## src/rtl/risc_v_fetch_queue_if.sv

```systemverilog
// risc_v_fetch_queue_if: fetch front-end bus bundle (imem read port, branch redirect, decode handshake, flush counter)
// master: the fetch queue; slave: memory/execute/decode side
interface risc_v_fetch_queue_if;
  logic        imem_req;
  logic [31:0] imem_addr;
  logic [31:0] imem_rdata;
  logic        br_en;
  logic [31:0] br_target;
  logic        fq_valid;
  logic        fq_ready;
  logic [31:0] fq_ir;
  logic [31:0] fq_npc;
  logic [15:0] flush_cnt;
  modport master (
    output imem_req, imem_addr, fq_valid, fq_ir, fq_npc, flush_cnt,
    input  imem_rdata, br_en, br_target, fq_ready
  );
  modport slave (
    input  imem_req, imem_addr, fq_valid, fq_ir, fq_npc, flush_cnt,
    output imem_rdata, br_en, br_target, fq_ready
  );
endinterface

```

## src/rtl/risc_v_fetch_queue.sv

```systemverilog
// risc_v_fetch_queue: instruction fetch front end with DEPTH-entry queue and branch-redirect flush
// ports: clk, RN (sync active-high reset), bus (master): imem_req/imem_addr/imem_rdata,
//        br_en/br_target, fq_valid/fq_ready/fq_ir/fq_npc, flush_cnt
module risc_v_fetch_queue #(
  parameter int          DEPTH    = 4,
  parameter logic [31:0] RESET_PC = 32'd0
) (
  input logic                    clk,
  input logic                    RN,
  risc_v_fetch_queue_if.master   bus
);
  localparam int AW = $clog2(DEPTH);
  logic [31:0]   r_pc, r_addr;
  logic          r_inflight;
  logic [63:0]   r_mem [DEPTH];
  logic [AW-1:0] r_head, r_tail;
  logic [AW:0]   r_count;
  logic [15:0]   r_flush;
  logic          w_req, w_push, w_pop;
  // credit uses registered count/inflight only, so a pop frees a slot one cycle later
  assign w_req  = !RN && !bus.br_en &&
                  (({1'b0, r_count} + {{(AW+1){1'b0}}, r_inflight}) < (AW+2)'(DEPTH));
  assign w_push = r_inflight && !bus.br_en && !RN;
  assign w_pop  = bus.fq_valid && bus.fq_ready;
  assign bus.imem_req  = w_req;
  assign bus.imem_addr = r_pc;
  assign bus.fq_valid  = !RN && !bus.br_en && (r_count != '0);
  assign {bus.fq_ir, bus.fq_npc} = r_mem[r_head];
  assign bus.flush_cnt = r_flush;
  always_ff @(posedge clk)
    if (w_push) r_mem[r_tail] <= {bus.imem_rdata, r_addr + 32'd1};
  always_ff @(posedge clk) begin
    if (RN) begin
      r_pc       <= RESET_PC;
      r_inflight <= 1'b0;
      r_addr     <= '0;
      r_head     <= '0;
      r_tail     <= '0;
      r_count    <= '0;
      r_flush    <= '0;
    end else if (bus.br_en) begin
      r_pc       <= bus.br_target;
      r_inflight <= 1'b0;
      r_head     <= '0;
      r_tail     <= '0;
      r_count    <= '0;
      r_flush    <= r_flush + 16'(r_flush != 16'hFFFF);
    end else begin
      if (w_req) r_pc <= r_pc + 32'd1;
      r_inflight <= w_req;
      r_addr     <= r_pc;
      if (w_push) r_tail <= r_tail + AW'(1);
      if (w_pop) r_head <= r_head + AW'(1);
      r_count <= r_count + (AW+1)'(w_push) - (AW+1)'(w_pop);
    end
  end
endmodule

```

## src/flat_wrapper.sv

```systemverilog
// flat-port wrapper written by rule: the top's interface ports become plain ports
module risc_v_fetch_queue_flat 
#(
  parameter int          DEPTH    = 4,
  parameter logic [31:0] RESET_PC = 32'd0
)
  (clk, RN, bus_imem_req, bus_imem_addr, bus_fq_valid, bus_fq_ir, bus_fq_npc, bus_flush_cnt, bus_imem_rdata, bus_br_en, bus_br_target, bus_fq_ready);
  risc_v_fetch_queue_if bus_i ();
  input logic clk;
  input logic RN;
  output wire logic [$bits(bus_i.imem_req)-1:0] bus_imem_req;
  output wire logic [$bits(bus_i.imem_addr)-1:0] bus_imem_addr;
  output wire logic [$bits(bus_i.fq_valid)-1:0] bus_fq_valid;
  output wire logic [$bits(bus_i.fq_ir)-1:0] bus_fq_ir;
  output wire logic [$bits(bus_i.fq_npc)-1:0] bus_fq_npc;
  output wire logic [$bits(bus_i.flush_cnt)-1:0] bus_flush_cnt;
  input wire logic [$bits(bus_i.imem_rdata)-1:0] bus_imem_rdata;
  input wire logic [$bits(bus_i.br_en)-1:0] bus_br_en;
  input wire logic [$bits(bus_i.br_target)-1:0] bus_br_target;
  input wire logic [$bits(bus_i.fq_ready)-1:0] bus_fq_ready;
  assign bus_imem_req = bus_i.imem_req;
  assign bus_imem_addr = bus_i.imem_addr;
  assign bus_fq_valid = bus_i.fq_valid;
  assign bus_fq_ir = bus_i.fq_ir;
  assign bus_fq_npc = bus_i.fq_npc;
  assign bus_flush_cnt = bus_i.flush_cnt;
  assign bus_i.imem_rdata = bus_imem_rdata;
  assign bus_i.br_en = bus_br_en;
  assign bus_i.br_target = bus_br_target;
  assign bus_i.fq_ready = bus_fq_ready;
  risc_v_fetch_queue #(.DEPTH(DEPTH), .RESET_PC(RESET_PC)) u_core (.clk(clk), .RN(RN), .bus(bus_i));
endmodule
```

## config.mk

```make
export PLATFORM = sky130hd
export DESIGN_NAME = risc_v_fetch_queue_flat
export DESIGN_NICKNAME = d
export VERILOG_FILES = /design/src/rtl/risc_v_fetch_queue_if.sv /design/src/rtl/risc_v_fetch_queue.sv /design/src/flat_wrapper.sv
export SDC_FILE = /design/constraint.sdc
export NUM_CORES = 1
export LEC_CHECK = 0
export CAP_MARGIN = 25
export CORE_ASPECT_RATIO = 0.75
export CORE_UTILIZATION = 55
export CTS_CLUSTER_DIAMETER = 60
export DETAILED_ROUTE_END_ITERATION = 16
export PLACE_DENSITY = 0.8
export REMOVE_ABC_BUFFERS = 1
export SLEW_MARGIN = 20
export SYNTH_ARGS = -nofsm -noshare
export SYNTH_HDL_FRONTEND = slang
export SYNTH_SLANG_ARGS = --single-unit
```

## constraint.sdc

```tcl
create_clock -name clk -period 3.5 [get_ports clk]
set_input_delay 0.875 -clock clk [delete_from_list [all_inputs] [get_ports clk]]
set_output_delay 0.875 -clock clk [all_outputs]
set_load 0.02 [all_outputs]
```

**Word level (Yosys, flattened, before mapping)**

Memories as Yosys holds them, arrays and structs flattened. A register that Yosys moved wholly into a read port is not among the register bits.
Index checks and enable logic that the tools add are counted.

- Logic and storage cells: 35
- Input bits: 68
- Flip-flop bits (word level): 88
- Bits in writable memories: 256
- Output and inout bits: 114
- Memories: 1

- Reduce and logical (&&, ||, !) cells: 11
- Mux-type cells: 6
- Add/subtract/negate cells: 8
- Magnitude comparators: 1
- Eq/ne operators: 1

Memories:

| name | depth | width | rd ports | clocked after memory_dff | write ports | line | RTL |
|---|---|---|---|---|---|---|---|
| u_core.r_mem | 4 | 64 | 1 | 1 | 1 | risc_v_fetch_queue.sv:15 | `logic [63:0] r_mem [DEPTH];` |

Operator list:

| cell | number |
|---|---|
| $add A32 B1 Y32 const B | 2 |
| $mux W32 | 2 |
| $add A16 B1 Y16 | 1 |
| $ne A16 B16 Y1 const B | 1 |
| $logic_and A1 B1 Y1 | 6 |
| $add A2 B1 Y2 const B | 2 |
| $add A3 B1 Y4 | 1 |
| $lt A4 B3 Y1 const B | 1 |
| $mux W2 | 2 |
| $add A3 B1 Y3 | 1 |
| $reduce_bool A3 Y1 | 1 |
| $sub A3 B1 Y3 | 1 |
| $logic_not A1 Y1 | 2 |
| $mux W1 | 2 |
| $reduce_bool A2 Y1 | 1 |
| $reduce_or A2 Y1 | 1 |

**Longest topological paths before layout**

- Word-level depth: 6
- Mapped depth: 11
- Gate-level depth less buffers: 11

**Worst setup path before layout**

OpenSTA, ideal clock, no wires.

- Path kind: input-to-reg
- Start point: input bus_br_en
- End point: memory u_core.r_mem[0][0] (enable)
- Buffers on the path: 1
- Data required time: 3.071 ns
- Library setup time: 0.429 ns
- Data arrival time: 2.867 ns
- Stages on the path: 3
- Path slack: 0.204 ns
- Cell sequence: buf_2 > nor2_1 > and3_1

- Longest elaborated chain between the ends: 5

RTL lines:

| item | line | RTL |
|---|---|---|
| start, declared | flat_wrapper.sv:18 | `input wire logic [$bits(bus_i.br_en)-1:0] bus_br_en;` |
| $logic_not A1 Y1 | risc_v_fetch_queue.sv:23 | `assign w_push = r_inflight && !bus.br_en && !RN;` |
| $logic_and A1 B1 Y1 (2 in series) | risc_v_fetch_queue.sv:23 |  |
| $mux W1 | risc_v_fetch_queue.sv:31 | `if (w_push) r_mem[r_tail] <= {bus.imem_rdata, r_addr + 32'd1};` |
| $mux W1 (not written as such) | risc_v_fetch_queue.sv:31 |  |
| end, declared | risc_v_fetch_queue.sv:15 |  |

No other way between the ends.

==> flow_summary.toml <==
[power_and_ir_drop]
clkPwrFrac = 0.430
p_leak_uw = 0.00584
power_density_nw_per_um2 = 499
p_seq_frac = 0.521
p_sw_uw = 1770
design_power_total_uw = 8700
combPwrFrac = 0.049
p_int_uw = 6930
vdd_ir_drop_max_uv = 283
netSwitchingFraction = 0.203

[die]
fp.coreArea_um2 = 25000
initial_core_util = 0.559
rows = 50
die_w_um = 186
die-area_um2 = 26000
io_pins = 182
die_height_um = 140

[detailed_routing]
postRouteAntennaNets = 0
wire_per_inst_um = 20.6
drt_iter0_drc = 602
vias = 8274
drt_wl_total_um = 29900
viasPerCell = 5.71
dr.pass1.iters = 5
route.detailed.drc = 0

[clock_tree]
cts_buffers = 35
cts.htree.levels = 2
cts.sinks = 346
clkTransAtPathRegs_ps = 60
cts_tree = "built"
clk_latency_ps = 510
cts.repair.resized = 0
clock_path_buffers = 3
ctsRootBufferMaster = "clkbuf_16"

[synth]
synth.top_cell.area_share = 0.551
syn_area_um2 = 14000
seq_area_frac_synth = 0.680
postSynthCellCount = 885
yosys.area.top_type = "edfxtp_1"
ys_seq_elements = 346
ys.flop_type = "edfxtp_1"
yosys.cell_types.count = 46
synth.area.top_cells = "edfxtp_1 (55%), dfxtp_1 (13%), mux4_2 (10%)"
yosysWarnings = 0
synth_edf_count = 256
async_flop_share = 0
syn_area_per_cell_um2 = 15.8

[timing]
rsz0062_at_grt = "no"
setup_violations = 0
skew_ps = 22.0
timing.hold.ws_ps = 503
tightest_slew_ps = 895
slew_violations = 0
relSlewSlack = 0.403
fmax_mhz = 302
fin_tns_setup_ps = 0
fin_crit_ps = 3310
min_period_over_period = 0.945
hold_viol_final = 0

[job]
maxCapViolCount = 0

[setup_path]
path_class = "register to output pin"
critPathRequiredTime_ps = 2620
worstPathArrival_ps = 2430
critPathMaxFanout = 26
start_kind = "register"
end_kind = "output pin"

[finish]
num-nets-final = 1166
antennaDiodeCount = 0
fin_util = 0.699
drive_gt1_frac = 0.144
fillCellCount = 1614
area_growth_pct = 25.1

[run_status]
status = "finished, final reports clean"

[worst_hold_path]
hp-class = "register to register"

[global_route]
grt_pass1_wl_um = 46500
grt_overflow_total = 0
grt_pass1_vias = 8229
antenna_found_initial = 1
track_usage = 0.235
grt_max_degree = 82

[place]
port_buffers = 181
place_congestion = 0.828
place.detailed.hpwl_um = 18300
## synthesized netlist by cell type, types with 2 or more instances
master    instances
a211oi_1         21
a21oi_1          10
a311oi_1          7
and2_1            7
and3_1           24
and4_1            9
buf_1             6
buf_2             9
buf_6             3
clkbuf_1         24
dfxtp_1          90
edfxtp_1        256
ha_1             11
inv_1            11
mux2i_1          32
mux4_2           64
nand2_1          44
nand3_1          24
nand4_1          26
nand4_2           2
nor2_1           90
nor3_1            4
nor3_2            2
nor4_1            5
nor4_2            2
nor4_4            2
o21ai_0           8
or3_1             8
xnor2_1          39
xor2_1           29
## kinds of logic (layout without fill, tap and decap cells)
group,Yosys count,after routing,share of synthesized area
DFF,346,346,0.680
and+or+nand+nor,256,256,0.0952
muxes,97,97,0.127
xor gates and xnor gates,68,68,0.0427
buffers and inverters,54,280,0.0172
AOI/OAI and AO/OA,52,52,0.0268
adders and majority gates,12,12,0.0113
## routing by layer
metal	share of wire	up-vias	GRT usage
li1	-	3806	-
met1	0.45	4123	0.340
met2	0.46	297	0.358
met3	0.070	46	0.0517
met4	0.021	2	0.0733
met5	0.00043	-	0
## through the flow
stage	cells	worst slack [ps]	instance area (um2)
floorplan	842	-828	13800
global placement	1379	450	16200
detailed placement	1379	412	16200
CTS	1441	26.5	17400
global route	1449	111	17500
finish	1449	194	17500
## what timing repair did
action	4_1_cts	5_1_grt
hold endpoints to repair	0	0
endpoints found under the setup margin	0	2
buffers inserted	0	8
hold buffers	0	0
## power by group through the flow
stage / clock [uW] / sequential (uW) / combinational, uW
5_1_grt: 3990 / 4540 / 456
3_3_place_gp: 0 / 4620 / 415
3_5_place_dp: 0 / 4620 / 424
2_1_floorplan: 0 / 4630 / 147
4_1_cts: 3810 / 4540 / 427
6_report: 3740 / 4540 / 425
## layout by cell type (no fill, tap or decap), drive strengths merged, types with 24 or more instances in the layout
cell type / instances
clkdlybuf4s50: 179
mux2i: 32
buf: 28
nand4: 28
xnor2: 39
edfxtp: 256
nand3: 24
dfxtp: 90
mux4: 64
xor2: 29
and3: 24
clkbuf: 48
nor2: 90
nand2: 45
## worst max-delay path, cell delays in order (launching register included)
cell	delay (ps)
dfxtp_4	470
buf_12	270
mux4_2	560
clkdlybuf4s50_1	600
## flip-flops by register name (all words and copies together), names as in the netlist, named ones only
| name | flops |
|---|---|
| u_core.bus.flush_cnt | 16 |
| u_core.bus.imem_addr | 32 |
| u_core.r_addr | 32 |
| u_core.r_count | 3 |
| u_core.r_head | 2 |
| u_core.r_inflight | 1 |
| u_core.r_mem | 256 |
| u_core.r_tail | 2 |
## final timing paths
path,cells after the start,from,to,slack [ps]
worst max-delay path,3,register,bus_fq_npc[18],190
worst min-delay path,2,u_core.r_addr[28],u_core.r_addr[28],500
worst max register to register,10,u_core.bus.flush_cnt[6],u_core.bus.flush_cnt[9],960
worst min register to register,2,u_core.r_addr[28],u_core.r_addr[28],500
## cell type report
type / instances / area [um2] / area share
repair buffers: 207 / 2080 / 0.119
clock buffers: 48 / 986 / 0.0565
inverters: 11 / 41.3 / 0.00237
flip-flops and latches: 346 / 9500 / 0.544
well taps: 338 / 423 / 0.0242
clock inverters: 14 / 178 / 0.0102
multi-input cells: 485 / 4250 / 0.243
(Power assumes the default switching activity.)
